[src/rtl/mux_pkg.sv]
// Shared constants for the registered N:1 mux: selection modes and index-width helper.
// No logic; imported by mux_rr_reg and rr_arbiter.
package mux_pkg;

    localparam logic MODE_MANUAL = 1'b0;
    localparam logic MODE_RR     = 1'b1;

    // Index width for n items, never less than one bit.
    function automatic int clog2(input int n);
        int r;
        r = 0;
        for (int i = 0; i < 31; i++) begin
            if ((1 << i) < n) begin
                r = i + 1;
            end
        end
        return (r < 1) ? 1 : r;
    endfunction

endpackage

[src/rtl/rr_arbiter.sv]
// Combinational round-robin grant: first requester after ptr, wrapping modulo N.
// Zero latency; no state, no backpressure of its own.
module rr_arbiter
    import mux_pkg::*;
#(
    parameter  int N    = 4,
    localparam int SELW = clog2(N)
) (
    input  logic [N-1:0]    req,
    input  logic [SELW-1:0] ptr,
    output logic [N-1:0]    gnt_onehot,
    output logic [SELW-1:0] gnt_idx,
    output logic            gnt_any
);

    logic [2*N-1:0] w_req2;
    logic [2*N-1:0] w_mask;
    logic [2*N-1:0] w_masked;

    // Doubling the request vector turns the wrap-around search into a plain
    // lowest-set-bit search over the window ptr+1 .. ptr+N.
    always_comb begin
        w_req2 = {req, req};
        w_mask = '0;
        for (int i = 0; i < 2 * N; i++) begin
            w_mask[i] = (i > int'(ptr)) && (i <= int'(ptr) + N);
        end
        w_masked = w_req2 & w_mask;
    end

    always_comb begin
        gnt_idx    = '0;
        gnt_any    = |w_masked;
        gnt_onehot = '0;
        for (int i = 2 * N - 1; i >= 0; i--) begin
            if (w_masked[i]) begin
                gnt_idx = SELW'(i % N);
            end
        end
        for (int k = 0; k < N; k++) begin
            gnt_onehot[k] = gnt_any && (gnt_idx == SELW'(k));
        end
    end

endmodule

[src/rtl/mux_rr_reg.sv]
// N:1 valid/ready mux, manual or round-robin select, single-entry output register.
// Latency 1 cycle; full throughput; in_ready follows accept = !out_valid || out_ready.
module mux_rr_reg
    import mux_pkg::*;
#(
    parameter  int N     = 4,
    parameter  int WIDTH = 8,
    localparam int SELW  = clog2(N)
) (
    input  logic               clk,
    input  logic               rst_n,
    input  logic               mode,
    input  logic [SELW-1:0]    sel,
    input  logic [N*WIDTH-1:0] in_data,
    input  logic [N-1:0]       in_valid,
    output logic [N-1:0]       in_ready,
    output logic [WIDTH-1:0]   out_data,
    output logic [SELW-1:0]    out_chan,
    output logic               out_valid,
    input  logic               out_ready
);

    logic [WIDTH-1:0] r_out_data;
    logic [SELW-1:0]  r_out_chan;
    logic             r_out_valid;
    logic [SELW-1:0]  r_ptr;

    logic [N-1:0]     w_rr_onehot;
    logic [SELW-1:0]  w_rr_idx;
    logic             w_rr_any;
    logic             w_man_any;
    logic [SELW-1:0]  w_gnt_idx;
    logic             w_gnt_any;
    logic             w_accept;
    logic             w_xfer;
    logic [WIDTH-1:0] w_sel_data;

    rr_arbiter #(.N(N)) u_arb (
        .req        (in_valid),
        .ptr        (r_ptr),
        .gnt_onehot (w_rr_onehot),
        .gnt_idx    (w_rr_idx),
        .gnt_any    (w_rr_any)
    );

    // Compare against each legal index so an out-of-range sel never grants.
    always_comb begin
        w_man_any = 1'b0;
        for (int k = 0; k < N; k++) begin
            if (sel == SELW'(k) && in_valid[k]) begin
                w_man_any = 1'b1;
            end
        end
    end

    always_comb begin
        if (mode == MODE_RR) begin
            w_gnt_idx = w_rr_idx;
            w_gnt_any = w_rr_any && (|w_rr_onehot);
        end else begin
            w_gnt_idx = sel;
            w_gnt_any = w_man_any;
        end
    end

    assign w_accept = !r_out_valid || out_ready;
    assign w_xfer   = w_gnt_any && w_accept;

    always_comb begin
        in_ready   = '0;
        w_sel_data = '0;
        for (int k = 0; k < N; k++) begin
            if (w_gnt_idx == SELW'(k)) begin
                in_ready[k] = rst_n && w_xfer;
                w_sel_data  = in_data[k*WIDTH +: WIDTH];
            end
        end
    end

    always_ff @(posedge clk or negedge rst_n) begin
        if (!rst_n) begin
            r_out_data  <= '0;
            r_out_chan  <= '0;
            r_out_valid <= 1'b0;
            r_ptr       <= SELW'(N - 1);
        end else if (w_xfer) begin
            r_out_data  <= w_sel_data;
            r_out_chan  <= w_gnt_idx;
            r_out_valid <= 1'b1;
            r_ptr       <= w_gnt_idx;
        end else if (out_ready) begin
            r_out_valid <= 1'b0;
        end
    end

    assign out_data  = r_out_data;
    assign out_chan  = r_out_chan;
    assign out_valid = r_out_valid;

endmodule

[config.mk]
export PLATFORM = sky130hd
export DESIGN_NAME = mux_rr_reg
export DESIGN_NICKNAME = d
export VERILOG_FILES = /design/src/rtl/mux_pkg.sv /design/src/rtl/rr_arbiter.sv /design/src/rtl/mux_rr_reg.sv
export SDC_FILE = /design/constraint.sdc
export NUM_CORES = 1
export LEC_CHECK = 0
export CAP_MARGIN = 5
export CORE_MARGIN = 1.5
export CORE_UTILIZATION = 42
export CTS_BUF_LIST = sky130_fd_sc_hd__clkbuf_16
export DETAILED_ROUTE_END_ITERATION = 10
export HOLD_SLACK_MARGIN = 0.06
export PLACE_DENSITY_LB_ADDON = 0.08
export SYNTH_ARGS = -nofsm -noshare
export SYNTH_HDL_FRONTEND = slang
export SYNTH_HIERARCHICAL = 1
export SYNTH_SLANG_ARGS = --single-unit
[constraint.sdc]
create_clock -name clk -period 5.75 [get_ports clk]
set_input_delay 1.15 -clock clk [delete_from_list [all_inputs] [get_ports clk]]
set_output_delay 1.15 -clock clk [all_outputs]
set_load 0.02 [all_outputs]
# Yosys cells after proc, flatten, opt, wreduce, memory -nomap -nowiden
# Cells that the tools add are included.
[totals]
register_bits = 13
latch_bits = 0
ramBits = 0
mem_bits_ro = 0
input_bits = 42
output_inout_bits = 15
wordCells = 71
n_memories = 0
[op_classes]
addsub = 1
multipliers = 0
n_div = 0
n_lt_le_gt_ge = 10
eq_ne = 9
shift = 0
n_mux = 24
bitwise_logic = 1
reduce_logical = 22
[ops]
columns = ["operator", "count"]
rows = [
  ["$le A4 B32 Y1 const A", 4],
  ["$le A3 B32 Y1 const A", 2],
  ["$le A2 B32 Y1 const A", 1],
  ["$mux W8", 4],
  ["$mux W2", 9],
  ["$logic_and A1 B1 Y1", 14],
  ["$eq A2 B2 Y1 const B", 6],
  ["$mux W1", 11],
  ["$and A8 B8 Y8", 1],
  ["$reduce_or A8 Y1", 1],
  ["$eq A2 B1 Y1 const B", 3],
  ["$logic_not A2 Y1", 3],
  ["$add A2 B3 Y4 const B", 1],
  ["$gt A2 B2 Y1 const A", 2],
  ["$reduce_or A4 Y1", 1],
  ["$gt A1 B2 Y1 const A", 1],
  ["$reduce_bool A2 Y1", 1],
  ["$logic_not A1 Y1", 1],
  ["$logic_or A1 B1 Y1", 1],
]

# Logic depth before layout (Yosys ltp)
# Gate-level depths: netlist of the first run.
[logic_depth]
ltp_word = 20
mapped_depth = 9
mapped_depth_nobuf = 7

# By module
# The synthesis of the first run kept the hierarchy.
[modules_own_cells]
columns = ["module", "n_inst", "cells_each", "area_each_um2", "seq_area_each_um2"]
rows = [
  ["mux_rr_reg", 1, 52, 853.3, 327.8],
  ["rr_arbiter", 1, 35, 226.5, 0.0],
]

# Worst setup path after synthesis of the first run
# OpenSTA, ideal clock, no wires.
[synth_timing]
path_type = "input-to-output"
start = "in in_valid[3]"
end = "out in_ready[0]"
arrival_time_ns = 2.694
required_time_ns = 4.600
setup_slack_ns = 1.906
cell_stages = 9
n_path_buf = 2
path_cell_list = "buf_6 o21a_1 o22ai_1 and2_1 o41a_1 mux2i_1 a21oi_2 buf_4 and4_1"
[synth_via]
elab_chain_len = 17
word_cells_on_any_way = 28
classes_between = "eq/ne: 3; mux: 12; bitwise: 1; reduce/logical: 12"
[synth_rtl]
columns = ["item", "line_no", "text"]
rows = [
  ["start: declaration", "mux_rr_reg.sv:15", "input logic [N-1:0] in_valid,"],
  ["$and A8 B8 Y8 *", "rr_arbiter.sv:28", "w_masked = w_req2 & w_mask;"],
  ["$mux W2 (8 in a row)", "rr_arbiter.sv:36", "if (w_masked[i]) begin"],
  ["$eq A2 B1 Y1", "rr_arbiter.sv:41", "gnt_onehot[k] = gnt_any && (gnt_idx == SELW'(k));"],
  ["$logic_and A1 B1 Y1 *", "rr_arbiter.sv:41", ""],
  ["net w_rr_onehot[1]", "mux_rr_reg.sv:28", "logic [N-1:0] w_rr_onehot;"],
  ["$reduce_or A4 Y1 *", "mux_rr_reg.sv:59", "w_gnt_any = w_rr_any && (|w_rr_onehot);"],
  ["$logic_and A1 B1 Y1 *", "mux_rr_reg.sv:59", ""],
  ["$mux W1 *", "mux_rr_reg.sv:57", "if (mode == MODE_RR) begin"],
  ["$logic_and A1 B1 Y1 *", "mux_rr_reg.sv:67", "assign w_xfer = w_gnt_any && w_accept;"],
  ["$logic_and A1 B1 Y1 *", "mux_rr_reg.sv:74", "in_ready[k] = rst_n && w_xfer;"],
  ["$mux W1 *", "mux_rr_reg.sv:73", "if (w_gnt_idx == SELW'(k)) begin"],
  ["end: declaration", "mux_rr_reg.sv:16", "output logic [N-1:0] in_ready,"],
]
# The timed path passes the listed nets; every way through them passes the cells marked *.

# Worst setup path in the final report of the first run
[layout_timing]
start = "in in_valid[0]"
end = "out in_ready[1]"
[layout_via]
elab_chain_len = 14
word_cells_on_any_way = 28
classes_between = "eq/ne: 4; mux: 12; bitwise: 1; reduce/logical: 11"
[layout_rtl]
columns = ["item", "line_no"]
rows = [
  ["$and A8 B8 Y8 *", "rr_arbiter.sv:28"],
  ["$mux W2 (5 in a row)", "rr_arbiter.sv:36"],
  ["$eq A2 B1 Y1", "rr_arbiter.sv:41"],
  ["$logic_and A1 B1 Y1 *", "rr_arbiter.sv:41"],
  ["net w_rr_onehot[1]", "mux_rr_reg.sv:28"],
  ["$reduce_or A4 Y1 *", "mux_rr_reg.sv:59"],
  ["$logic_and A1 B1 Y1 *", "mux_rr_reg.sv:59"],
  ["$mux W1 *", "mux_rr_reg.sv:57"],
  ["$logic_and A1 B1 Y1 *", "mux_rr_reg.sv:67"],
  ["$logic_and A1 B1 Y1 *", "mux_rr_reg.sv:74"],
  ["$mux W1 *", "mux_rr_reg.sv:73"],
]
# Marked as above.

==> impl_metrics.xml, run 1 <==
<?xml version="1.0" encoding="UTF-8"?>
<metrics>
  <group name="global_route">
    <metric name="grt.total_usage" unit="%">20.25</metric>
    <metric name="grt_first_pass_wirelength" unit="µm">4105</metric>
    <metric name="grt_antenna_before_repair" unit="">0</metric>
    <metric name="grt_overflow_total" unit="">0</metric>
    <metric name="grt_max_degree" unit="">18</metric>
    <metric name="first_global_vias" unit="">876</metric>
  </group>
  <group name="timing">
    <metric name="final_setup_violations" unit="">0</metric>
    <metric name="relSlewSlack" unit="%">39.13</metric>
    <metric name="max_clock_freq" unit="MHz">189.1</metric>
    <metric name="unrepaired_setup_endpoints_after_global_routing" unit="">no</metric>
    <metric name="finalHoldViolCount" unit="">0</metric>
    <metric name="final.period_utilization" unit="%">91.99</metric>
    <metric name="timing.final.max_slew_violations" unit="">0</metric>
    <metric name="finalSetupTns" unit="ps">0</metric>
    <metric name="period_needed" unit="ps">5290</metric>
    <metric name="worst_clock_skew" unit="ps">1.475</metric>
    <metric name="worst_pin_slew" unit="ps">913.1</metric>
  </group>
  <group name="logic_synthesis">
    <metric name="synth.largest_area_cell" unit="">dfrtp_1</metric>
    <metric name="synth_sequential_area_ratio" unit="%">30.36</metric>
    <metric name="yosysUniqueCellTypes" unit="">34</metric>
    <metric name="postSynthRegisterBits" unit="">13</metric>
    <metric name="post_synth_main_area_contributors" unit="">dfrtp_1, mux4_2, mux2_4</metric>
    <metric name="synth_cells" unit="">87</metric>
    <metric name="synthesis.area_per_instance" unit="µm²">12.41</metric>
    <metric name="syn_warnings" unit="">6</metric>
    <metric name="syn-num-nets" unit="">129</metric>
    <metric name="synth_top_cell_area_share" unit="%">25.49</metric>
    <metric name="syn_area" unit="µm²">1080</metric>
  </group>
  <group name="placed_design">
    <metric name="dpl.hpwl" unit="µm">2023</metric>
    <metric name="finalWeightedCongestion" unit="">0.7333</metric>
    <metric name="io_buffer_count" unit="">56</metric>
  </group>
  <group name="power">
    <metric name="power.switching_fraction" unit="%">34.21</metric>
    <metric name="pwr_density_cell" unit="nW/µm²">408.8</metric>
    <metric name="vdd_ir_drop_max" unit="mV">0.3443</metric>
    <metric name="power.static_leakage" unit="nW">0.6906</metric>
    <metric name="internal_power" unit="mW">0.4559</metric>
    <metric name="net-switching-power" unit="mW">0.2371</metric>
    <metric name="p_seq_share" unit="%">27.3</metric>
    <metric name="p_clk_share" unit="%">18.5</metric>
    <metric name="combinationalPowerShare" unit="%">54.2</metric>
    <metric name="totalPowerFinal" unit="mW">0.6930</metric>
  </group>
  <group name="drt">
    <metric name="detail-route-antenna-nets" unit="">0</metric>
    <metric name="drt-pass1-iter-count" unit="">4</metric>
    <metric name="detailedRoute.firstIterationViolations" unit="">12</metric>
    <metric name="drc" unit="">0</metric>
    <metric name="postRouteWirelength" unit="µm">2695</metric>
    <metric name="routedWlPerCell" unit="µm">15.85</metric>
    <metric name="routed-via-count" unit="">917</metric>
    <metric name="route.detailed.vias_per_inst" unit="">5.394</metric>
  </group>
  <group name="floorplanning">
    <metric name="die_x" unit="µm">53.71</metric>
    <metric name="placeableCoreArea" unit="µm²">2455</metric>
    <metric name="placement_rows" unit="">18</metric>
    <metric name="initial_core_util" unit="%">43.99</metric>
    <metric name="io_pins" unit="">57</metric>
    <metric name="die-area" unit="µm²">2884</metric>
    <metric name="floorplan.die.height" unit="µm">53.71</metric>
  </group>
  <group name="worst_setup_path">
    <metric name="setup.reg_to_reg.worst_slack" unit="ps">3130</metric>
    <metric name="ff2ff_path_depth" unit="">7</metric>
    <metric name="cp_common_cell" unit="">clkdlybuf4s50_1</metric>
    <metric name="r2r-end" unit="">out_data[6]</metric>
    <metric name="criticalPathCategory" unit="">in -&gt; out</metric>
    <metric name="critPathLaunchType" unit="">input pin</metric>
    <metric name="worst-endpoint-required" unit="ps">4600</metric>
    <metric name="critical_path_buf_inv_count" unit="">2</metric>
    <metric name="crit_path_max_incr_delay" unit="ps">680</metric>
    <metric name="critPathArrivalTime" unit="ps">4140</metric>
    <metric name="worstPathMaxFanout" unit="">16</metric>
    <metric name="worst_setup_path_end_kind" unit="">output pin</metric>
    <metric name="critical_path.slowest_cell" unit="">a21oi_2</metric>
    <metric name="timing.critical_path.cells" unit="">clkdlybuf4s50_1 &gt; o21a_1 &gt; o22ai_1 &gt; and2_1 &gt; o41a_1 &gt; mux2i_1 &gt; a21oi_2 &gt; and4_1 &gt; clkdlybuf4s50_1</metric>
    <metric name="critPathTopFamily" unit="">buffers and inverters</metric>
    <metric name="r2r_start" unit="">r_ptr[1]</metric>
    <metric name="startpoint" unit="">in_valid[0]</metric>
  </group>
  <group name="clock_network">
    <metric name="cts.hold.buffers_added" unit="">0</metric>
    <metric name="cts_post_setup_buffers_inserted" unit="">0</metric>
    <metric name="cts_tree" unit="">yes</metric>
    <metric name="cts_buffer_depth" unit="">2</metric>
    <metric name="insertion_delay" unit="ps">240</metric>
    <metric name="numCtsBuffers" unit="">3</metric>
    <metric name="cts_num_sinks" unit="">13</metric>
    <metric name="clock_tree.htree_level_count" unit="">1</metric>
    <metric name="ctsResizeCount" unit="">0</metric>
    <metric name="cts_root_buffer" unit="">clkbuf_16</metric>
    <metric name="path_clk_slew" unit="ps">40</metric>
  </group>
  <group name="finish">
    <metric name="post_route_cells_drive_above_1_share" unit="%">21.43</metric>
    <metric name="antennaDiodeCount" unit="">0</metric>
    <metric name="n_fill_cell" unit="">202</metric>
    <metric name="area_growth" unit="%">57.01</metric>
    <metric name="nets" unit="">183</metric>
  </group>
  <group name="hold_path">
    <metric name="min_path_type" unit="">reg -&gt; reg</metric>
    <metric name="worst_hold_path.endpoint" unit="">out_data[3]</metric>
    <metric name="hold_path.startpoint" unit="">out_data[3]</metric>
    <metric name="hold_path_depth" unit="">1</metric>
  </group>
  <group name="flow_run">
    <metric name="cap_violations" unit="">0</metric>
  </group>
  <group name="run_status">
    <metric name="outcome" unit="">finished, final reports clean</metric>
  </group>
</metrics>
==> cell usage after synthesis <==
cell type,number
a211oi_1,1
a211oi_2,1
a21boi_1,1
a21oi_1,3
a21oi_2,1
a2bb2oi_1,1
and2_1,1
and2b_1,1
and4_1,4
buf_2,1
buf_4,2
buf_6,4
clkbuf_1,1
dfrtp_1,11
dfstp_2,2
inv_1,4
mux2_2,7
mux2_4,7
mux2i_1,3
mux4_1,2
mux4_2,7
nand2_1,3
nor2_1,5
nor2b_1,1
nor2b_2,1
o211a_1,1
o21a_1,1
o21ai_0,2
o21ai_1,2
o21bai_1,2
o221a_1,1
o221ai_1,1
o22ai_1,1
o41a_1,1
==> cell type report <==
class                      instances  area, µm²  area share (%)
multi-input combinational         62      668.1           39.41
timing repair buffer              57      568.0           33.51
sequential                        13      327.8           19.34
clock buffer                       3      75.07           4.428
tap                               30      37.54           2.214
inverter                           4      15.01          0.8856
clock inverter                     1      3.754          0.2214
==> power groups by stage <==
stage,sequential [mW],clock [mW],combinational (mW)
2_1_floorplan,0.216,0,0.216
3_3_place_gp,0.186,0,0.370
3_5_place_dp,0.189,0,0.376
4_1_cts,0.189,0.133,0.379
5_1_grt,0.196,0.140,0.403
6_report,0.189,0.128,0.376
==> state kept, by name, indices dropped and copies added, names as in the netlist <==
signal	flops
out_data	8
out_chan	2
r_ptr	2
out_valid	1
==> placed cells by master (no fill, tap or decap), types with 2 or more instances in the layout <==
cell | netlist | routed
a21oi_1 | 3 | 3
and4_1 | 4 | 4
clkbuf_16 | 0 | 3
clkdlybuf4s50_1 | 0 | 56
dfrtp_1 | 11 | 11
dfstp_2 | 2 | 2
inv_1 | 4 | 5
mux2_2 | 7 | 7
mux2_4 | 7 | 7
mux2i_1 | 3 | 3
mux4_1 | 2 | 2
mux4_2 | 7 | 7
nand2_1 | 3 | 3
nor2_1 | 5 | 5
o21ai_0 | 2 | 2
o21ai_1 | 2 | 2
o21bai_1 | 2 | 2
==> through the flow <==
step	area (µm²)	hold slack [ps]	cells	worst slack [ps]	util [%]
after floorplan	1080	599.7	87	1906	-
after global placement	1617	493.5	166	535.5	65.85
after detailed placement	1617	493.0	166	485.3	65.85
after CTS	1695	509.7	170	468.6	69.06
after global routing	1695	524.9	170	207.4	69.06
final	1695	503.8	170	460.5	69.06
==> how the worst max path moves through the flow <==
stage / to / slack [ps] / depth (start not counted)
6_report: in_ready[1] / 460 / 9
5_1_grt: in_ready[1] / 210 / 9
4_1_cts: in_ready[1] / 470 / 9
3_5_place_dp: in_ready[1] / 490 / 9
3_3_place_gp: in_ready[2] / 540 / 9
2_1_floorplan: in_ready[0] / 1910 / 9
==> cells by family after synthesis <==
group	after synthesis	synth area share [%]
buffers and inverters	12	7.762
AND/OR/NAND/NOR	16	8.692
flip-flops	13	30.36
AO/OA/AOI/OAI	20	13.91
multiplexers	26	39.28
==> routing by layer <==
layer	GRT usage, %	wire (µm)	vias up
li1	-	-	446
met1	25.61	1108	425
met2	34.15	1391	44
met3	6.944	187	2
met4	2.564	8	0
met5	0	0	-
Note: power is estimated with default switching activity, not from simulation.
==> run 2: changes to the inputs <==
Settings changed: CAP_MARGIN 5 to default, CORE_UTILIZATION 42 to 40, CTS_CLUSTER_SIZE from default to 10.
==> run 2 against run 1 <==
  * Non-clock buffer count shrank 1
  * Global-route usage fell by 0.91 points
  * Power is 0.94% lower
  * Setup slack better by 1.4 ps
  * Sequential share of layout area increased by 0.086 points
  * Critical path depth unchanged
  * Maximum frequency hardly changed
  * Combinational power down 1%
  * Critical path type unchanged
  * Highest routed layer unchanged
==> impl_metrics.xml, run 2 (synthesized netlist as in run 1, its figures left out) <==
<?xml version="1.0" encoding="UTF-8"?>
<metrics>
  <group name="power">
    <metric name="vdd_ir_drop_max" unit="mV">0.3990</metric>
    <metric name="power.static_leakage" unit="nW">0.6858</metric>
    <metric name="p_seq_share" unit="%">27.4</metric>
    <metric name="pwr_density_cell" unit="nW/µm²">406.7</metric>
    <metric name="combinationalPowerShare" unit="%">54.2</metric>
    <metric name="p_clk_share" unit="%">18.3</metric>
    <metric name="power.switching_fraction" unit="%">33.69</metric>
    <metric name="totalPowerFinal" unit="mW">0.6865</metric>
    <metric name="internal_power" unit="mW">0.4552</metric>
    <metric name="net-switching-power" unit="mW">0.2313</metric>
  </group>
  <group name="placed_design">
    <metric name="io_buffer_count" unit="">56</metric>
    <metric name="detailed_place.area" unit="µm²">1609</metric>
    <metric name="post-place-ws" unit="ps">481.7</metric>
    <metric name="finalWeightedCongestion" unit="">0.7985</metric>
    <metric name="place.detailed.instances" unit="">165</metric>
    <metric name="dpl.hpwl" unit="µm">1983</metric>
  </group>
  <group name="floorplanning">
    <metric name="floorplan.die.height" unit="µm">54.96</metric>
    <metric name="io_pins" unit="">57</metric>
    <metric name="initial_core_util" unit="%">42.81</metric>
    <metric name="placement_rows" unit="">18</metric>
    <metric name="die_x" unit="µm">54.96</metric>
    <metric name="placeableCoreArea" unit="µm²">2522</metric>
    <metric name="die-area" unit="µm²">3020</metric>
  </group>
  <group name="drt">
    <metric name="postRouteWirelength" unit="µm">2558</metric>
    <metric name="route.detailed.vias_per_inst" unit="">5.379</metric>
    <metric name="detailedRoute.firstIterationViolations" unit="">27</metric>
    <metric name="routed-via-count" unit="">909</metric>
    <metric name="drt-pass1-iter-count" unit="">6</metric>
    <metric name="detail-route-antenna-nets" unit="">0</metric>
    <metric name="routedWlPerCell" unit="µm">15.14</metric>
    <metric name="drc" unit="">0</metric>
  </group>
  <group name="timing">
    <metric name="timing.final.max_slew_violations" unit="">0</metric>
    <metric name="final.period_utilization" unit="%">91.97</metric>
    <metric name="setup_ws" unit="ps">461.9</metric>
    <metric name="finalSetupTns" unit="ps">0</metric>
    <metric name="max_clock_freq" unit="MHz">189.1</metric>
    <metric name="unrepaired_setup_endpoints_after_global_routing" unit="">no</metric>
    <metric name="final_setup_violations" unit="">0</metric>
    <metric name="worst_clock_skew" unit="ps">1.771</metric>
    <metric name="period_needed" unit="ps">5288</metric>
    <metric name="finalHoldViolCount" unit="">0</metric>
    <metric name="worst_pin_slew" unit="ps">913.7</metric>
    <metric name="relSlewSlack" unit="%">39.09</metric>
  </group>
  <group name="clock_network">
    <metric name="cts_num_sinks" unit="">13</metric>
    <metric name="clock_tree.htree_level_count" unit="">1</metric>
    <metric name="cts_root_buffer" unit="">clkbuf_16</metric>
    <metric name="cts_tree" unit="">yes</metric>
    <metric name="path_clk_slew" unit="ps">40</metric>
    <metric name="numCtsBuffers" unit="">3</metric>
    <metric name="ctsResizeCount" unit="">0</metric>
    <metric name="cts.hold.buffers_added" unit="">0</metric>
    <metric name="insertion_delay" unit="ps">240</metric>
    <metric name="cts_post_setup_buffers_inserted" unit="">0</metric>
    <metric name="cts_buffer_depth" unit="">2</metric>
  </group>
  <group name="finish">
    <metric name="antennaDiodeCount" unit="">0</metric>
    <metric name="nets" unit="">182</metric>
    <metric name="area_growth" unit="%">56.32</metric>
    <metric name="final_cell_mix" unit="">clkdlybuf4s50_1, dfrtp_1, mux4_2, mux2_4, mux2_2</metric>
    <metric name="largest_register_ff_count" unit="">8</metric>
    <metric name="layout.cells.most_common" unit="">clkdlybuf4s50_1</metric>
    <metric name="layout.cell_area.non_filler" unit="µm²">1688</metric>
    <metric name="final-instance-count-excl-fill" unit="">169</metric>
    <metric name="post_route_cells_drive_above_1_share" unit="%">20.86</metric>
  </group>
  <group name="worst_setup_path">
    <metric name="timing.critical_path.cells" unit="">clkdlybuf4s50_1 &gt; o21a_1 &gt; o22ai_1 &gt; and2_1 &gt; o41a_1 &gt; mux2i_1 &gt; a21oi_2 &gt; and4_1 &gt; clkdlybuf4s50_1</metric>
    <metric name="critical_path.slowest_cell" unit="">a21oi_2</metric>
    <metric name="worstPathMaxFanout" unit="">16</metric>
    <metric name="cp_common_cell" unit="">clkdlybuf4s50_1</metric>
    <metric name="critPathLaunchType" unit="">input pin</metric>
    <metric name="worst_setup_path_end_kind" unit="">output pin</metric>
    <metric name="critPathArrivalTime" unit="ps">4140</metric>
    <metric name="crit_path_max_incr_delay" unit="ps">690</metric>
    <metric name="worst-endpoint-required" unit="ps">4600</metric>
    <metric name="criticalPathCategory" unit="">in -&gt; out</metric>
  </group>
  <group name="global_route">
    <metric name="grt_antenna_before_repair" unit="">0</metric>
    <metric name="first_global_vias" unit="">874</metric>
    <metric name="grt_first_pass_wirelength" unit="µm">4077</metric>
    <metric name="grt.total_usage" unit="%">19.34</metric>
    <metric name="grt_overflow_total" unit="">0</metric>
    <metric name="grt_max_degree" unit="">18</metric>
  </group>
  <group name="flow_run">
    <metric name="cap_violations" unit="">0</metric>
  </group>
  <group name="run_status">
    <metric name="outcome" unit="">finished, final reports clean</metric>
  </group>
  <group name="hold_path">
    <metric name="min_path_type" unit="">reg -&gt; reg</metric>
  </group>
</metrics>
run 2: cell type report:
type,count,area (µm²)
Clock buffer,3,75.07
Clock inverter,1,3.754
Fill cell,216,834.6
Inverter,4,15.01
Multi-Input combinational cell,62,668.1
Sequential cell,13,327.8
Tap cell,30,37.54
Timing Repair Buffer,56,560.5
run 2: routing by layer:
metal | wire, µm | vias to the layer above | GRT usage (%)
met5 | 0 | - | 0
met4 | 8 | 0 | 3.659
met3 | 140 | 2 | 6.720
met2 | 1386 | 26 | 33.13
met1 | 1022 | 435 | 23.67
li1 | - | 446 | -
run 2: through the flow:
step / hold WS [ps] / util [%]
after global routing: 523.0 / 66.91
after global placement: 495.6 / 63.79
after floorplan: 599.7 / -
final: 503.9 / 66.91
after detailed placement: 501.9 / 63.79
after CTS: 512.9 / 66.91
run 2: path summary, 6_finish.rpt:
| path | end | slack [ps] | from | cells after the start |
|---|---|---|---|---|
| max | in_ready[1] | 460 | in_valid[3] | 9 |
| min | out_chan[1] | 500 | out_chan[1] | 1 |
| max reg2reg | out_chan[0] | 3140 | r_ptr[1] | 7 |
| min reg2reg | out_chan[1] | 500 | out_chan[1] | 1 |
| max in group asynchronous | out_data[0] | 4010 | rst_n | 1 |
| min in group asynchronous | out_data[7] | 1320 | rst_n | 1 |
run 2: worst max-delay path: cells and delay by family:
family / cells / cell delay (ps)
compound gates: 4 / 1220
simple gates: 2 / 470
mux: 1 / 90
buf+inv: 2 / 1210
run 2: power groups by stage:
stage	clock network (mW)	logic, mW	registers (mW)
6_report	0.126	0.372	0.188
5_1_grt	0.135	0.402	0.196
4_1_cts	0.129	0.378	0.188
3_5_place_dp	0	0.374	0.189
3_3_place_gp	0	0.370	0.187
2_1_floorplan	0	0.216	0.216
==> RTL change 1 (config.mk and constraints of run 2) <==
The parameter `WIDTH` goes from 8 to 6.
--- a/src/rtl/mux_rr_reg.sv
+++ b/src/rtl/mux_rr_reg.sv
@@ -4,7 +4,7 @@
     import mux_pkg::*;
 #(
     parameter  int N     = 4,
-    parameter  int WIDTH = 8,
+    parameter  int WIDTH = 6,
     localparam int SELW  = clog2(N)
 ) (
     input  logic               clk,
Interface: changed (resized in_data and out_data); port bits go from 57 to 47. No check against the original RTL was run, so the function may have changed too.
==> RTL change 1 against run 2 <==
Design area is 13% lower; critical path type unchanged; highest routed layer unchanged; sequential cell count is 2 lower; sequential power is 12% lower; wire length is 17% lower; worst hold slack better by 7.3 ps; largest power group unchanged; area after synthesis is 11% lower; via count is 10% lower; count of clock-buffer cells in the layout stayed put; power is 10% lower; core utilization is 1.2 points lower; largest cell class unchanged; setup slack better by 38 ps.
==> RTL change 1: results <==
group,metric,value,unit
synthesis,synthesis.nets,114,
power,clkPwrFrac,20.1,%
routing,met2_length,955,µm
synthesis,synth_compound_area_share,15.6,%
worst_setup_path,arrival,4100,ps
status,status,"finished clean",
synthesis,synth.area.mux_share,37.1,%
cells_and_area,largest_reg_flops,6,
worst_setup_path,cpPeakStageDelay,640,ps
routing,vias_per_cell,5.39,
placed_design,place_area,1390,µm²
global_routing,grtUsageTotal,18.2,%
routing,num_vias,814,
synthesis,syn-mean-instance-area,12.0,µm²
sta,worst_slew_margin_rel,43.8,%
worst_setup_path,cp_top_family,"buffers and inverters",
global_routing,grt_pass1_wl,3580,µm
hold_path,min-delay-start,"out_chan[0]",
placed_design,dp.cells,147,
sta,fin_skew,0.582,ps
power,p_seq_share,26.9,%
routing,routed_wl,2130,µm
worst_setup_path,crit_fanout,14,
routing,first_pass_iters,4,
global_routing,grt_pass1_vias,817,
synthesis,synth_area_leaders,"dfrtp_1 23%, mux4_2 16%, mux2_4 14%",
power,ir_drop,0.000254,V
routing,drt-met1-wl,943,µm
power,power.share.switching,33.7,%
placed_design,gp_congestion,0.708,
power,power.leakage,0.603,nW
cells_and_area,drive_above_1_share,21.1,%
synthesis,yosysUniqueCellTypes,33,
routing,wl_met3,215,µm
synthesis,synth_seq_area_share,28.9,%
power,p_seq,165,µW
-- RTL change 1: routing by layer --
layer,vias to the layer above,GRT usage (%)
li1,396,-
met1,381,24.0
met2,35,26.6
met3,2,6.61
met4,0,7.89
met5,-,0
-- RTL change 1: path summary, 6_finish.rpt --
check / end / slack (ps) / cells after the start
setup / recovery: in_ready[1] / 500 / 9
hold / removal: out_chan[0] / 510 / 1
hold reg to reg: out_chan[0] / 510 / 1
max in group asynchronous: r_ptr[1] / 4100 / 1
min in group asynchronous: out_data[4] / 1280 / 1
setup reg to reg: out_chan[0] / 3150 / 7
-- RTL change 1: layout make-up --
cell class | count | area, µm²
flip-flops and latches | 11 | 278
inverters | 4 | 15.0
fillers | 186 | 766
multi-input cells | 58 | 601
clock buffers | 3 | 75.1
clock inverters | 1 | 3.75
repair buffers | 46 | 460
well taps | 28 | 35.0
==> RTL change 2 (flow settings as in run 2) <==
Made on the original files. Make the reset (`rst_n`) synchronous in one clocked block.
--- a/src/rtl/mux_rr_reg.sv
+++ b/src/rtl/mux_rr_reg.sv
@@ -77,7 +77,7 @@
         end
     end
 
-    always_ff @(posedge clk or negedge rst_n) begin
+    always_ff @(posedge clk) begin
         if (!rst_n) begin
             r_out_data  <= '0;
             r_out_chan  <= '0;
Function: differs if rst_n is asserted again (counterexample within 4 cycles, from zero or initial values and one cycle with rst_n low); with rst_n held inactive, the same outputs for 10 cycles.
==> RTL change 2 against run 2 <==
Sequential cell count stayed put; design area is 0.89% lower; wire length is 8.7% higher; area after synthesis is 3.0% lower; via count is 21% higher; worst hold slack worse by 34 ps; setup slack better by 130 ps; critical path depth stayed put.
Power is not compared: it rests on default switching activity, and its combinational part moved more than twofold at a synthesized area within 25%.
==> RTL change 2: results <==
group,metric,value,unit
synthesis,ys.flop_type,"dfxtp_1",
hold_path,min-delay-start,"out_data[5]",
sta,fin_skew,0.887,ps
worst_setup_path,r2r_slack,3360,ps
routing,routed_wl,2780,µm
worst_setup_path,crit_fanout,12,
synthesis,synthesis.nets,160,
placed_design,place_hpwl,2050,µm
placed_design,gp_congestion,0.718,
routing,drt_iter0_drc,12,
worst_setup_path,arrival,4000,ps
hold_path,whs_endpoint,"out_data[5]",
status,status,"finished clean",
worst_setup_path,r2r-start,"r_ptr[1]",
placed_design,place_area,1590,µm²
sta,worst_slew_margin_rel,65.2,%
hold_path,min_path_cells,2,
worst_setup_path,reg2reg_to,"out_data[7]",
global_routing,grt_pass1_vias,1013,
power,p_int,295,µW
synthesis,synth_seq_area_share,24.9,%
cells_and_area,drive_above_1_share,13.5,%
sta,hold_ws,470,ps
routing,vias_per_cell,5.48,
synthesis,synth_area_leaders,"dfxtp_1 25%, mux2i_1 17%, mux2_2 8.6%",
cells_and_area,layout.nets,213,
synthesis,async_flop_share,0,%
cells_and_area,filler_cell_count,208,
global_routing,grt_pass1_wl,4250,µm
synthesis,yosysWarnings,6,
global_routing,grtUsageTotal,19.6,%
==> RTL change 2: power by group through the flow <==
stage                     sequential, mW  combinational, mW  clock [mW]
final                              0.117              0.175       0.132
after global routing               0.119              0.187       0.139
after CTS                          0.117              0.175       0.134
after detailed placement           0.119              0.174           0
after global placement             0.118              0.172           0
after floorplan                    0.128             0.0968           0
==> RTL change 2: worst max path at each step <==
| stage | startpoint | end | slack (ps) | cells past startpoint |
|---|---|---|---|---|
| finish | in_valid[3] | in_ready[1] | 600 | 9 |
| floorplan | in_valid[3] | in_ready[2] | 1830 | 9 |
| detailed placement | in_valid[3] | in_ready[1] | 610 | 9 |
| global placement | in_valid[3] | in_ready[1] | 640 | 9 |
| global route | in_valid[3] | in_ready[1] | 440 | 9 |
| CTS | in_valid[3] | in_ready[1] | 620 | 9 |
==> RTL change 2: layout make-up <==
cell class | count | area [µm²] | share of cell area (%)
multi-input combinational | 93 | 712 | 42.6
timing repair buffer | 58 | 576 | 34.4
clock buffer | 3 | 75.1 | 4.49
tap | 30 | 37.5 | 2.24
inverter | 2 | 7.51 | 0.449
clock inverter | 1 | 5.00 | 0.299
sequential | 13 | 260 | 15.6
==> RTL change 2: cells by family after synthesis <==
| logic type | synth area share [%] |
|---|---|
| AOI/OAI and AO/OA | 21.4 |
| and+or+nand+nor | 16.8 |
| buffers and inverters | 7.53 |
| muxes | 29.4 |
| DFF | 24.9 |
==> RTL change 2: layer usage <==
metal	up-vias	share of wire, %	GRT usage [%]
met4	0	0.36	5.00
li1	545	-	-
met1	511	42	22.9
met2	38	51	36.1
met3	2	6.8	3.61
met5	-	0	0
==> RTL change 2: worst max-delay path, stage by stage <==
cell and delay, ps:
clkdlybuf4s50_1 680, a2bb2oi_1 210, o22ai_1 80, and2_1 170, o41a_1 400, mux2_4 310, nand3_1 340, nor3b_1 110
clkdlybuf4s50_1 560
==> RTL change 2: through the flow <==
| step | worst slack (ps) | std cells |
|---|---|---|
| 3_5_place_dp | 605 | 196 |
| 3_3_place_gp | 642 | 196 |
| 6_report | 596 | 200 |
| 4_1_cts | 617 | 200 |
| 5_1_grt | 441 | 200 |
| 2_1_floorplan | 1830 | 118 |
